--- config.mk ---
export PLATFORM = sky130hd
export DESIGN_NAME = data_sram_bridge_flat
export DESIGN_NICKNAME = d
export VERILOG_FILES = /design/src/rtl/data_sram_bridge_if.sv /design/src/rtl/data_sram_bridge.sv /design/src/flat_wrapper.sv
export SDC_FILE = /design/constraint.sdc
export NUM_CORES = 1
export LEC_CHECK = 0
export CAP_MARGIN = 20
export CORE_MARGIN = 2
export CORE_UTILIZATION = 48
export CTS_BUF_LIST = sky130_fd_sc_hd__clkbuf_4 sky130_fd_sc_hd__clkbuf_8 sky130_fd_sc_hd__clkbuf_16
export DETAILED_ROUTE_END_ITERATION = 8
export HOLD_SLACK_MARGIN = 0.05
export PLACE_DENSITY = 0.81
export SYNTH_ARGS = -nofsm -noshare
export SYNTH_HDL_FRONTEND = slang
export SYNTH_SLANG_ARGS = --single-unit
export TNS_END_PERCENT = 1
--- constraint.sdc ---
create_clock -name clk -period 2.7 [get_ports clk]
set_input_delay 0.675 -clock clk [delete_from_list [all_inputs] [get_ports clk]]
set_output_delay 0.675 -clock clk [all_outputs]
set_load 0.03 [all_outputs]
--- src/rtl/data_sram_bridge_if.sv ---
// Split-handshake data SRAM bus: request/address phase (addr_ok) and data phase (data_ok).
interface data_sram_bridge_if;
  logic        bus_req;
  logic        bus_wr;
  logic [1:0]  bus_size;
  logic [31:0] bus_addr;
  logic [3:0]  bus_wstrb;
  logic [31:0] bus_wdata;
  logic        addr_ok;
  logic        data_ok;
  logic [31:0] bus_rdata;

  modport master (
    output bus_req, bus_wr, bus_size, bus_addr, bus_wstrb, bus_wdata,
    input  addr_ok, data_ok, bus_rdata
  );

  modport slave (
    input  bus_req, bus_wr, bus_size, bus_addr, bus_wstrb, bus_wdata,
    output addr_ok, data_ok, bus_rdata
  );
endinterface

--- src/rtl/data_sram_bridge.sv ---
// Bridges single-cycle CPU memory-stage loads/stores onto the split-handshake SRAM bus,
// stalling the pipeline until the access completes, errors out or times out.
module data_sram_bridge #(
  parameter int unsigned TIMEOUT = 255
) (
  input  logic                       clk,
  input  logic                       rst,
  input  logic                       cpu_ce,
  input  logic                       cpu_we,
  input  logic [31:0]                cpu_addr,
  input  logic [31:0]                cpu_wdata,
  input  logic [3:0]                 cpu_lsop,
  output logic [31:0]                cpu_rdata,
  output logic                       stallreq,
  output logic                       err,
  data_sram_bridge_if.master         bus
);

  typedef enum logic [1:0] {IDLE, REQ, WAIT, DONE} state_e;

  typedef enum logic [3:0] {
    OP_NONE = 4'd0, OP_LB = 4'd1, OP_LBU = 4'd2, OP_LH = 4'd3, OP_LHU = 4'd4,
    OP_LW   = 4'd5, OP_SB = 4'd6, OP_SH  = 4'd7, OP_SW = 4'd8
  } lsop_e;

  localparam logic [31:0] TO_LAST = (TIMEOUT == 0) ? 32'd0 : 32'(TIMEOUT - 1);

  state_e      state, state_d;
  logic [31:0] cnt, cnt_d;
  lsop_e       op_q;
  logic        wr_q;
  logic [1:0]  size_q;
  logic [31:0] addr_q;
  logic [3:0]  strb_q;
  logic [31:0] wdata_q;
  logic [31:0] rdata_q, rdata_d;
  logic        err_q, err_d;
  logic        latch;

  // Decoded view of the incoming CPU request
  logic        op_known;
  logic        op_store;
  logic        align_ok;
  logic [1:0]  dec_size;
  logic [3:0]  dec_strb;
  logic [31:0] dec_wdata;
  logic        access;
  logic        timeout_hit;
  logic [31:0] load_ext;

  always_comb begin
    op_known  = 1'b1;
    op_store  = 1'b0;
    align_ok  = 1'b1;
    dec_size  = 2'd0;
    dec_strb  = '0;
    dec_wdata = '0;
    case (cpu_lsop)
      OP_LB, OP_LBU: dec_size = 2'd0;
      OP_LH, OP_LHU: begin
        dec_size = 2'd1;
        align_ok = ~cpu_addr[0];
      end
      OP_LW: begin
        dec_size = 2'd2;
        align_ok = (cpu_addr[1:0] == 2'b00);
      end
      OP_SB: begin
        op_store  = 1'b1;
        dec_size  = 2'd0;
        dec_strb  = 4'b0001 << cpu_addr[1:0];
        dec_wdata = {4{cpu_wdata[7:0]}};
      end
      OP_SH: begin
        op_store  = 1'b1;
        dec_size  = 2'd1;
        align_ok  = ~cpu_addr[0];
        dec_strb  = 4'b0011 << cpu_addr[1:0];
        dec_wdata = {2{cpu_wdata[15:0]}};
      end
      OP_SW: begin
        op_store  = 1'b1;
        dec_size  = 2'd2;
        align_ok  = (cpu_addr[1:0] == 2'b00);
        dec_strb  = 4'b1111;
        dec_wdata = cpu_wdata;
      end
      default: op_known = 1'b0;
    endcase
  end

  // A request whose cpu_we disagrees with its lsop is treated as no access
  assign access = cpu_ce && op_known && (cpu_we == op_store);

  assign stallreq = rst && access && (state != DONE);

  assign timeout_hit = (TIMEOUT != 0) && (cnt == TO_LAST);

  always_comb begin
    logic [4:0]  bsel;
    logic [7:0]  b;
    logic [15:0] h;
    bsel = {addr_q[1:0], 3'b000};
    b    = bus.bus_rdata[bsel +: 8];
    h    = addr_q[1] ? bus.bus_rdata[31:16] : bus.bus_rdata[15:0];
    case (op_q)
      OP_LB:   load_ext = {{24{b[7]}}, b};
      OP_LBU:  load_ext = {24'd0, b};
      OP_LH:   load_ext = {{16{h[15]}}, h};
      OP_LHU:  load_ext = {16'd0, h};
      OP_LW:   load_ext = bus.bus_rdata;
      default: load_ext = '0;
    endcase
  end

  always_comb begin
    state_d = state;
    cnt_d   = cnt;
    rdata_d = rdata_q;
    err_d   = 1'b0;
    latch   = 1'b0;
    case (state)
      IDLE: begin
        if (access) begin
          rdata_d = '0;
          if (align_ok) begin
            latch   = 1'b1;
            cnt_d   = '0;
            state_d = REQ;
          end else begin
            err_d   = 1'b1;
            state_d = DONE;
          end
        end
      end
      REQ: begin
        if (bus.addr_ok) begin
          if (bus.data_ok) begin
            if (!wr_q) rdata_d = load_ext;
            state_d = DONE;
          end else begin
            cnt_d   = '0;
            state_d = WAIT;
          end
        end else if (timeout_hit) begin
          err_d   = 1'b1;
          state_d = DONE;
        end else begin
          cnt_d = cnt + 32'd1;
        end
      end
      WAIT: begin
        if (bus.data_ok) begin
          if (!wr_q) rdata_d = load_ext;
          state_d = DONE;
        end else if (timeout_hit) begin
          err_d   = 1'b1;
          state_d = DONE;
        end else begin
          cnt_d = cnt + 32'd1;
        end
      end
      DONE: state_d = IDLE;
      default: state_d = IDLE;
    endcase
  end

  always_ff @(posedge clk or negedge rst) begin
    if (!rst) begin
      state   <= IDLE;
      cnt     <= '0;
      op_q    <= OP_NONE;
      wr_q    <= 1'b0;
      size_q  <= '0;
      addr_q  <= '0;
      strb_q  <= '0;
      wdata_q <= '0;
      rdata_q <= '0;
      err_q   <= 1'b0;
    end else begin
      state   <= state_d;
      cnt     <= cnt_d;
      rdata_q <= rdata_d;
      err_q   <= err_d;
      if (latch) begin
        op_q    <= lsop_e'(cpu_lsop);
        wr_q    <= op_store;
        size_q  <= dec_size;
        addr_q  <= cpu_addr;
        strb_q  <= dec_strb;
        wdata_q <= dec_wdata;
      end
    end
  end

  assign bus.bus_req   = (state == REQ);
  assign bus.bus_wr    = wr_q;
  assign bus.bus_size  = size_q;
  assign bus.bus_addr  = addr_q;
  assign bus.bus_wstrb = strb_q;
  assign bus.bus_wdata = wdata_q;

  assign cpu_rdata = rdata_q;
  assign err       = err_q;

endmodule

--- src/flat_wrapper.sv ---
// flat-port wrapper written by rule: the top's interface ports become plain ports
module data_sram_bridge_flat 
#(
  parameter int unsigned TIMEOUT = 255
)
  (clk, rst, cpu_ce, cpu_we, cpu_addr, cpu_wdata, cpu_lsop, cpu_rdata, stallreq, err, bus_bus_req, bus_bus_wr, bus_bus_size, bus_bus_addr, bus_bus_wstrb, bus_bus_wdata, bus_addr_ok, bus_data_ok, bus_bus_rdata);
  data_sram_bridge_if bus_i ();
  input  logic clk;
  input  logic rst;
  input  logic cpu_ce;
  input  logic cpu_we;
  input  logic [31:0] cpu_addr;
  input  logic [31:0] cpu_wdata;
  input  logic [3:0] cpu_lsop;
  output logic [31:0] cpu_rdata;
  output logic stallreq;
  output logic err;
  output wire logic [$bits(bus_i.bus_req)-1:0] bus_bus_req;
  output wire logic [$bits(bus_i.bus_wr)-1:0] bus_bus_wr;
  output wire logic [$bits(bus_i.bus_size)-1:0] bus_bus_size;
  output wire logic [$bits(bus_i.bus_addr)-1:0] bus_bus_addr;
  output wire logic [$bits(bus_i.bus_wstrb)-1:0] bus_bus_wstrb;
  output wire logic [$bits(bus_i.bus_wdata)-1:0] bus_bus_wdata;
  input wire logic [$bits(bus_i.addr_ok)-1:0] bus_addr_ok;
  input wire logic [$bits(bus_i.data_ok)-1:0] bus_data_ok;
  input wire logic [$bits(bus_i.bus_rdata)-1:0] bus_bus_rdata;
  assign bus_bus_req = bus_i.bus_req;
  assign bus_bus_wr = bus_i.bus_wr;
  assign bus_bus_size = bus_i.bus_size;
  assign bus_bus_addr = bus_i.bus_addr;
  assign bus_bus_wstrb = bus_i.bus_wstrb;
  assign bus_bus_wdata = bus_i.bus_wdata;
  assign bus_i.addr_ok = bus_addr_ok;
  assign bus_i.data_ok = bus_data_ok;
  assign bus_i.bus_rdata = bus_bus_rdata;
  data_sram_bridge #(.TIMEOUT(TIMEOUT)) u_core (.clk(clk), .rst(rst), .cpu_ce(cpu_ce), .cpu_we(cpu_we), .cpu_addr(cpu_addr), .cpu_wdata(cpu_wdata), .cpu_lsop(cpu_lsop), .cpu_rdata(cpu_rdata), .stallreq(stallreq), .err(err), .bus(bus_i));
endmodule
==> metrics.md, run 1 <==
| Metric | Value |
|---|---|
| Outcome | `completed` |
| Max-slew violation count | `0` |
| Util after Layout | `71.2%` |
| H-tree Lvls | `4` |
| Setup WS post-layout | `0.0146 ns` |
| LEAKAGE | `4.32 nW` |
| Overall Global Routing Usage | `27.0%` |
| Worst-margin pin slew | `1.07 ns` |
| Fin Clk Skew | `0.00838 ns` |
| Final setup vio count | `0` |
| Ports | `212` |
| Post-Place Cell Area | `9620 µm²` |
| Routed WL per cell | `17.9 µm` |
| Synthesized instance count | `738` |
| Syn. warnings | `0` |
| Net count after synthesis | `851` |
| DR iter-0 viols | `696` |
| CTS tree | `done` |
| Worst-skew pair later-pin latency | `0.43 ns` |
| Max_slew headroom | `28.5%` |
| Clock slew at reported path FFs | `0.06 ns` |
| Synth Flop Type | `dfrtp_1` |
| Final GP Congestion | `0.899` |
| Peak VDD IR | `0.615 mV` |
| WP data arrival | `2.01 ns` |
| CP required | `2.03 ns` |
| Initial core utilization | `48.9%` |
| Total wire length | `20.8 mm` |
| Async SR Flop Fraction | `100%` |
| Critical Path Fanout Max | `2` |
| Antenna diodes | `0` |
| CTS root buf | `clkbuf_16` |
| Crit path launch type | `input pin` |
| Mean Syn Cell Area | `9.58 µm²` |
| Post-Synthesis Cell Area | `7070 µm²` |
| Final nets | `1081` |
| Critical path capture point type | `output pin` |
| Global-route wire length before repair | `34.1 mm` |
| Fmax | `0.372 GHz` |
| Finished layout cell area | `10300 µm²` |
| Post-synth EDFFs | `0` |
| Post-synthesis sequential area ratio | `50.2%` |
| Remaining global-route overflow | `0` |
| Min cycle time layout | `2.69 ns` |
| Setup Crit Path Kind | `in -> out` |
| Drt pass-1 iters | `6` |
| Total clock sinks | `142` |
| IO buf count | `211` |
| Initial antenna violation count | `0` |
| DIE AREA | `15700 µm²` |
| Final Hold Fails | `0` |
| Number of global-route vias before repair | `6707` |
| Hold Buf Count CTS | `0` |
| Worst Hold Class | `in -> async` |
| #FFs+latches synth | `142` |
| Unrepaired setup endpoints after global routing | `true` |
| DRC | `0` |
| Total power draw | `10.8 mW` |
| Largest net degree at the start of global routing | `143` |
| Synth cell types | `56` |
| Max_cap viols | `0` |
| Vias post-DR | `6820` |
| Buffer depth of the longest clock path | `2` |
| Area grow syn2layout | `45.8%` |
| Fin crit share | `99.5%` |
| Core area | `14500 µm²` |
| Setup TNS | `0 ns` |
| CTS buffer count | `17` |
| Die X | `125 µm` |
| Final ANT Viol Nets | `0` |
| # rows | `44` |
| DIE HEIGHT | `125 µm` |
| Hpwl dp | `14.5 mm` |
| Via density | `5.85` |
| Proportion of layout cells with a drive suffix above 1 | `13.8%` |
| Pre-CTS WS | `-0.475 ns` |
| Pwr/cell area | `1050 nW/µm²` |
synth_stat cells, drive strengths merged, types with 8 or more instances:
master | n | area (µm²)
nand3 | 18 | 100
a21oi | 57 | 285
o31ai | 18 | 135
a222oi | 8 | 80.1
nor2 | 38 | 143
clkbuf | 27 | 101
o21ai | 112 | 561
a31oi | 9 | 56.3
dfrtp | 142 | 3550
mux2 | 43 | 484
a22oi | 9 | 67.6
nand4 | 11 | 68.8
mux2i | 9 | 90.1
nand2 | 101 | 379
inv | 18 | 67.6
buf | 20 | 105
nor3 | 8 | 40.0
worst max-delay path, cell delays in order:
cell,delay [ns]
buf_2,0.10
or3b_1,0.39
o32a_1,0.38
nand2_1,0.10
and3b_2,0.22
buf_6,0.14
cells by family (layout without fill, tap and decap cells):
| group | count (synthesis) | in the layout | synth area share, % |
|---|---|---|---|
| DFF | 142 | 142 | 50.2 |
| and+or+nand+nor | 225 | 225 | 15.5 |
| AOI/OAI and AO/OA | 244 | 244 | 20.4 |
| adders and majority gates | 7 | 7 | 1.24 |
| xor gates and xnor gates | 2 | 2 | 0.248 |
| buffers and inverters | 65 | 308 | 3.87 |
| muxes | 53 | 53 | 8.44 |
power breakdown:
part	switching, mW	internal [mW]
registers	0.414	2.72
clock network	0.931	1.77
logic	2.93	2.07
total	4.28	6.56
per-stage QoR:
stage,hold slack (ns),cells
floorplan,0.379,738
global placement,0.461,1131
detailed placement,0.469,1131
CTS,0.440,1165
global route,0.451,1165
finish,0.395,1165
cell type report:
type                       count  area (µm²)
timing repair buffer         258        2510
sequential                   142        3550
clock inverter                13         235
tap                          184         230
multi-input combinational    531        3260
fill                        1071        4170
clock buffer                  19         447
inverter                      18        67.6
state kept, by name, summed over array words and instances, names as in the netlist:
| signal | count |
|---|---|
| u_core.bus.bus_wdata | 32 |
| u_core.bus.bus_addr | 32 |
| u_core.cnt | 32 |
| u_core.bus.bus_wstrb | 4 |
| u_core.op_q | 4 |
| u_core.state | 2 |
| u_core.bus.bus_size | 2 |
| u_core.cpu_rdata | 32 |
| u_core.bus.bus_wr | 1 |
| u_core.err | 1 |
cells in the final DEF (no fill, tap or decap), types with 4 or more instances in the layout:
master and count:
inv_1 18, nor2_1 38, a21oi_1 57, nand3b_1 5, buf_12 5, nand2b_1 6
clkbuf_16 17, a222oi_1 8, nor3_1 8, mux2i_1 9, a22oi_1 9, nand4_1 11
a221oi_1 7, nand3_1 15, o21ai_0 89, ha_1 7, o31ai_1 18, buf_4 42
nand2_1 101, clkdlybuf4s50_1 202, a21o_1 5, dfrtp_1 142, nor2b_1 4, mux2_2 43
bufinv_16 6, o41ai_1 7, o21ai_1 23, or3_1 5, nor4_1 7, a31oi_1 9
repair_timing:
item	CTS	global route
endpoints found under the setup margin	15	12
buffers inserted	2	0
gates resized for setup	17	2
pin swaps	5	0
metal layers:
layer  vias up  track usage (%)  part of all wire, %
met5         -                0                    0
met3        42             5.61                  6.9
met1      3294             35.8                   42
li1       3158                -                    -
met2       326             43.1                   48
met4         0             12.0                  3.0
path summary, 6_finish.rpt:
path                                                 startpoint                                  end  slack, ns  depth (start not counted)
worst max-delay path                                cpu_lsop[3]                             stallreq       0.01                          6
worst min-delay path                                        rst           u_core.cnt[25]$_DFFE_PN0P_       0.39                          2
worst max register to register      u_core.state[0]$_DFFE_PN0P_      u_core.cpu_rdata[0]$_DFFE_PN0P_       0.32                          7
worst min register to register  u_core.cpu_rdata[7]$_DFFE_PN0P_      u_core.cpu_rdata[7]$_DFFE_PN0P_       0.48                          2
max in group asynchronous                                   rst  u_core.bus.bus_wstrb[1]$_DFFE_PN0P_       1.76                          2
min in group clk                u_core.cpu_rdata[7]$_DFFE_PN0P_      u_core.cpu_rdata[7]$_DFFE_PN0P_       0.48                          2
Power figures use the tool's default switching activity.
==> run 2, diff against run 1 <==
--- a/config.mk
+++ b/config.mk
@@ -10,6 +10,7 @@
 export CORE_UTILIZATION = 48
 export CTS_BUF_LIST = sky130_fd_sc_hd__clkbuf_4 sky130_fd_sc_hd__clkbuf_8 sky130_fd_sc_hd__clkbuf_16
 export DETAILED_ROUTE_END_ITERATION = 8
+export GPL_TIMING_DRIVEN = 1
 export HOLD_SLACK_MARGIN = 0.05
 export PLACE_DENSITY = 0.81
 export SYNTH_ARGS = -nofsm -noshare
==> results of run 2 <==
Final layout, timing and power as in run 1 (identical DEF).
==> run 3, diff against run 2 <==
--- a/config.mk
+++ b/config.mk
@@ -8,7 +8,6 @@
 export CAP_MARGIN = 20
 export CORE_MARGIN = 2
 export CORE_UTILIZATION = 48
-export CTS_BUF_LIST = sky130_fd_sc_hd__clkbuf_4 sky130_fd_sc_hd__clkbuf_8 sky130_fd_sc_hd__clkbuf_16
 export DETAILED_ROUTE_END_ITERATION = 8
 export GPL_TIMING_DRIVEN = 1
 export HOLD_SLACK_MARGIN = 0.05
==> run 3 against run 2 <==
- sequential cell count did not move
- clock power about the same
- first-iteration DRC count fell by 14%
- critical path depth did not move
- non-clock buffer count is the same
- final cell count stayed put
- routed wire length barely moved
- worst hold slack worse by 0.0044 ns
- core utilization about the same
- global-route usage hardly changed
- largest power group unchanged
- sequential power about the same
==> metrics.md, run 3 (synthesis results as in run 1) <==
| Metric | Value |
|---|---|
| Ports | `212` |
| Core area | `14500 µm²` |
| IO buf count | `211` |
| Commonest non-fill, non-tap cell in the layout | `clkdlybuf4s50_1` |
| Non-filler instance count after layout | `1165` |
| Worst-skew pair later-pin latency | `0.43 ns` |
| CTS buffer count | `17` |
| Buffer depth of the longest clock path | `2` |
| Proportion of layout cells with a drive suffix above 1 | `13.7%` |
| Number of global-route vias before repair | `6705` |
| Pwr/cell area | `1050 nW/µm²` |
| Worst Hold Class | `in -> async` |
| Setup Crit Path Kind | `in -> out` |
| Largest net degree at the start of global routing | `143` |
| LEAKAGE | `4.32 nW` |
| Remaining global-route overflow | `0` |
| DIE AREA | `15700 µm²` |
| Worst path cell trace | `buf_2 > or3b_1 > o32a_1 > nand2_1 > and3b_2 > buf_6` |
| CP required | `2.03 ns` |
| Post-placement cell count | `1131` |
| # fillers | `1069` |
| Fmax | `0.373 GHz` |
| Fin crit share | `99.4%` |
| Fin Clk Skew | `0.00874 ns` |
| Setup WS post-layout | `0.0170 ns` |
| H-tree Lvls | `4` |
| Finished layout cell area | `10300 µm²` |
| Outcome | `completed` |
| Multi-input gate area | `3260 µm²` |
| DRC | `0` |
| Area grow syn2layout | `45.7%` |
| Setup TNS | `0 ns` |
| Drt pass-1 iters | `7` |
| Critical path capture point type | `output pin` |
| Critical Path Fanout Max | `2` |
| Min cycle time layout | `2.68 ns` |
| Most frequent cells in the layout | `clkdlybuf4s50_1 (202), dfrtp_1 (142), nand2_1 (101)` |
| R2r startpoint | `u_core.state[0]$_DFFE_PN0P_` |
| Register Area | `3550 µm²` |
| Vias post-DR | `6801` |
| Final setup vio count | `0` |
| Initial antenna violation count | `0` |
| Pre-CTS WS | `-0.475 ns` |
| Final ANT Viol Nets | `0` |
| Total wire length | `20.9 mm` |
| R2R depth | `7` |
| Initial core utilization | `48.9%` |
| Max_cap viols | `0` |
| Crit path launch type | `input pin` |
| Final Hold Fails | `0` |
| DIE HEIGHT | `125 µm` |
| Slowest stage delay, CP | `0.39 ns` |
| Overall Global Routing Usage | `27.0%` |
| R2r setup slk | `0.32 ns` |
| Total clock sinks | `142` |
| Critical register-to-register path endpoint | `u_core.cpu_rdata[0]$_DFFE_PN0P_` |
| CTS tree | `done` |
| WP data arrival | `2.01 ns` |
| Hold Buf Count CTS | `0` |
| Final nets | `1081` |
| Clock slew at reported path FFs | `0.06 ns` |
| Via density | `5.84` |
| Unrepaired setup endpoints after global routing | `true` |
| # rows | `44` |
| Post-Place Cell Area | `9620 µm²` |
| Global-route wire length before repair | `34.1 mm` |
| Max_slew headroom | `26.4%` |
| Hpwl dp | `14.5 mm` |
| Peak VDD IR | `0.617 mV` |
| Die X | `125 µm` |
| Worst-margin pin slew | `1.10 ns` |
| Antenna diodes | `0` |
| DR iter-0 viols | `599` |
| Final GP Congestion | `0.899` |
| Worst path slowest cell | `or3b_1` |
| Max-slew violation count | `0` |
| Routed WL per cell | `17.9 µm` |
| CTS root buf | `clkbuf_16` |
[run 3: report_power, final]
| group | switching (mW) | total, mW | internal (mW) |
|---|---|---|---|
| clock | 0.932 | 2.69 | 1.76 |
| sequential | 0.415 | 3.13 | 2.72 |
| combinational | 2.94 | 5.01 | 2.07 |
| total | 4.28 | 10.8 | 6.55 |
[run 3: worst max path at each step]
stage | startpoint | end | cells after the start
after floorplan | cpu_lsop[0] | u_core.bus.bus_addr[19]$_DFFE_PN0P_ | 8
after global placement | cpu_ce | u_core.cnt[5]$_DFFE_PN0P_ | 8
after detailed placement | cpu_ce | u_core.cnt[5]$_DFFE_PN0P_ | 8
after CTS | cpu_lsop[3] | stallreq | 6
after global routing | cpu_lsop[2] | stallreq | 7
final | cpu_lsop[3] | stallreq | 6
[run 3: area by class of cell]
| type | count | share of cell area (%) |
|---|---|---|
| sequential | 142 | 34.5 |
| multi-input combinational | 531 | 31.7 |
| tap | 184 | 2.23 |
| clock buffer | 19 | 4.30 |
| timing repair buffer | 258 | 24.4 |
| clock inverter | 13 | 2.28 |
| inverter | 18 | 0.655 |
[run 3: per-stage QoR]
stage          utilization (%)  total power, mW  hold WS, ns
3_3_place_gp              66.4             8.00        0.461
2_1_floorplan                -             6.04        0.379
5_1_grt                   71.2             11.4        0.451
3_5_place_dp              66.4             8.10        0.469
6_report                  71.2             10.8        0.390
4_1_cts                   71.1             10.9        0.440
[run 3: worst max-delay path: cells and delay by family]
| family | cells | cell delay (ns) |
|---|---|---|
| and+or+nand+nor | 3 | 0.71 |
| AOI/OAI and AO/OA | 1 | 0.38 |
| buffers and inverters | 2 | 0.24 |
[run 3: layer usage]
metal  up-vias  part of all wire [%]  track usage (%)
li1       3161                     -                -
met1      3266                    42             35.9
met2       328                    48             43.1
met3        46                   7.2             5.52
met4         0                   3.0             12.0
met5         -                     0                0
[run 3: timing repair]
| action | in CTS | in global routing |
|---|---|---|
| buffers inserted | 2 | 0 |
| pin swaps | 5 | 0 |
| setup endpoints to repair | 15 | 12 |
| resized for setup | 17 | 2 |
| cloned | 0 | 0 |
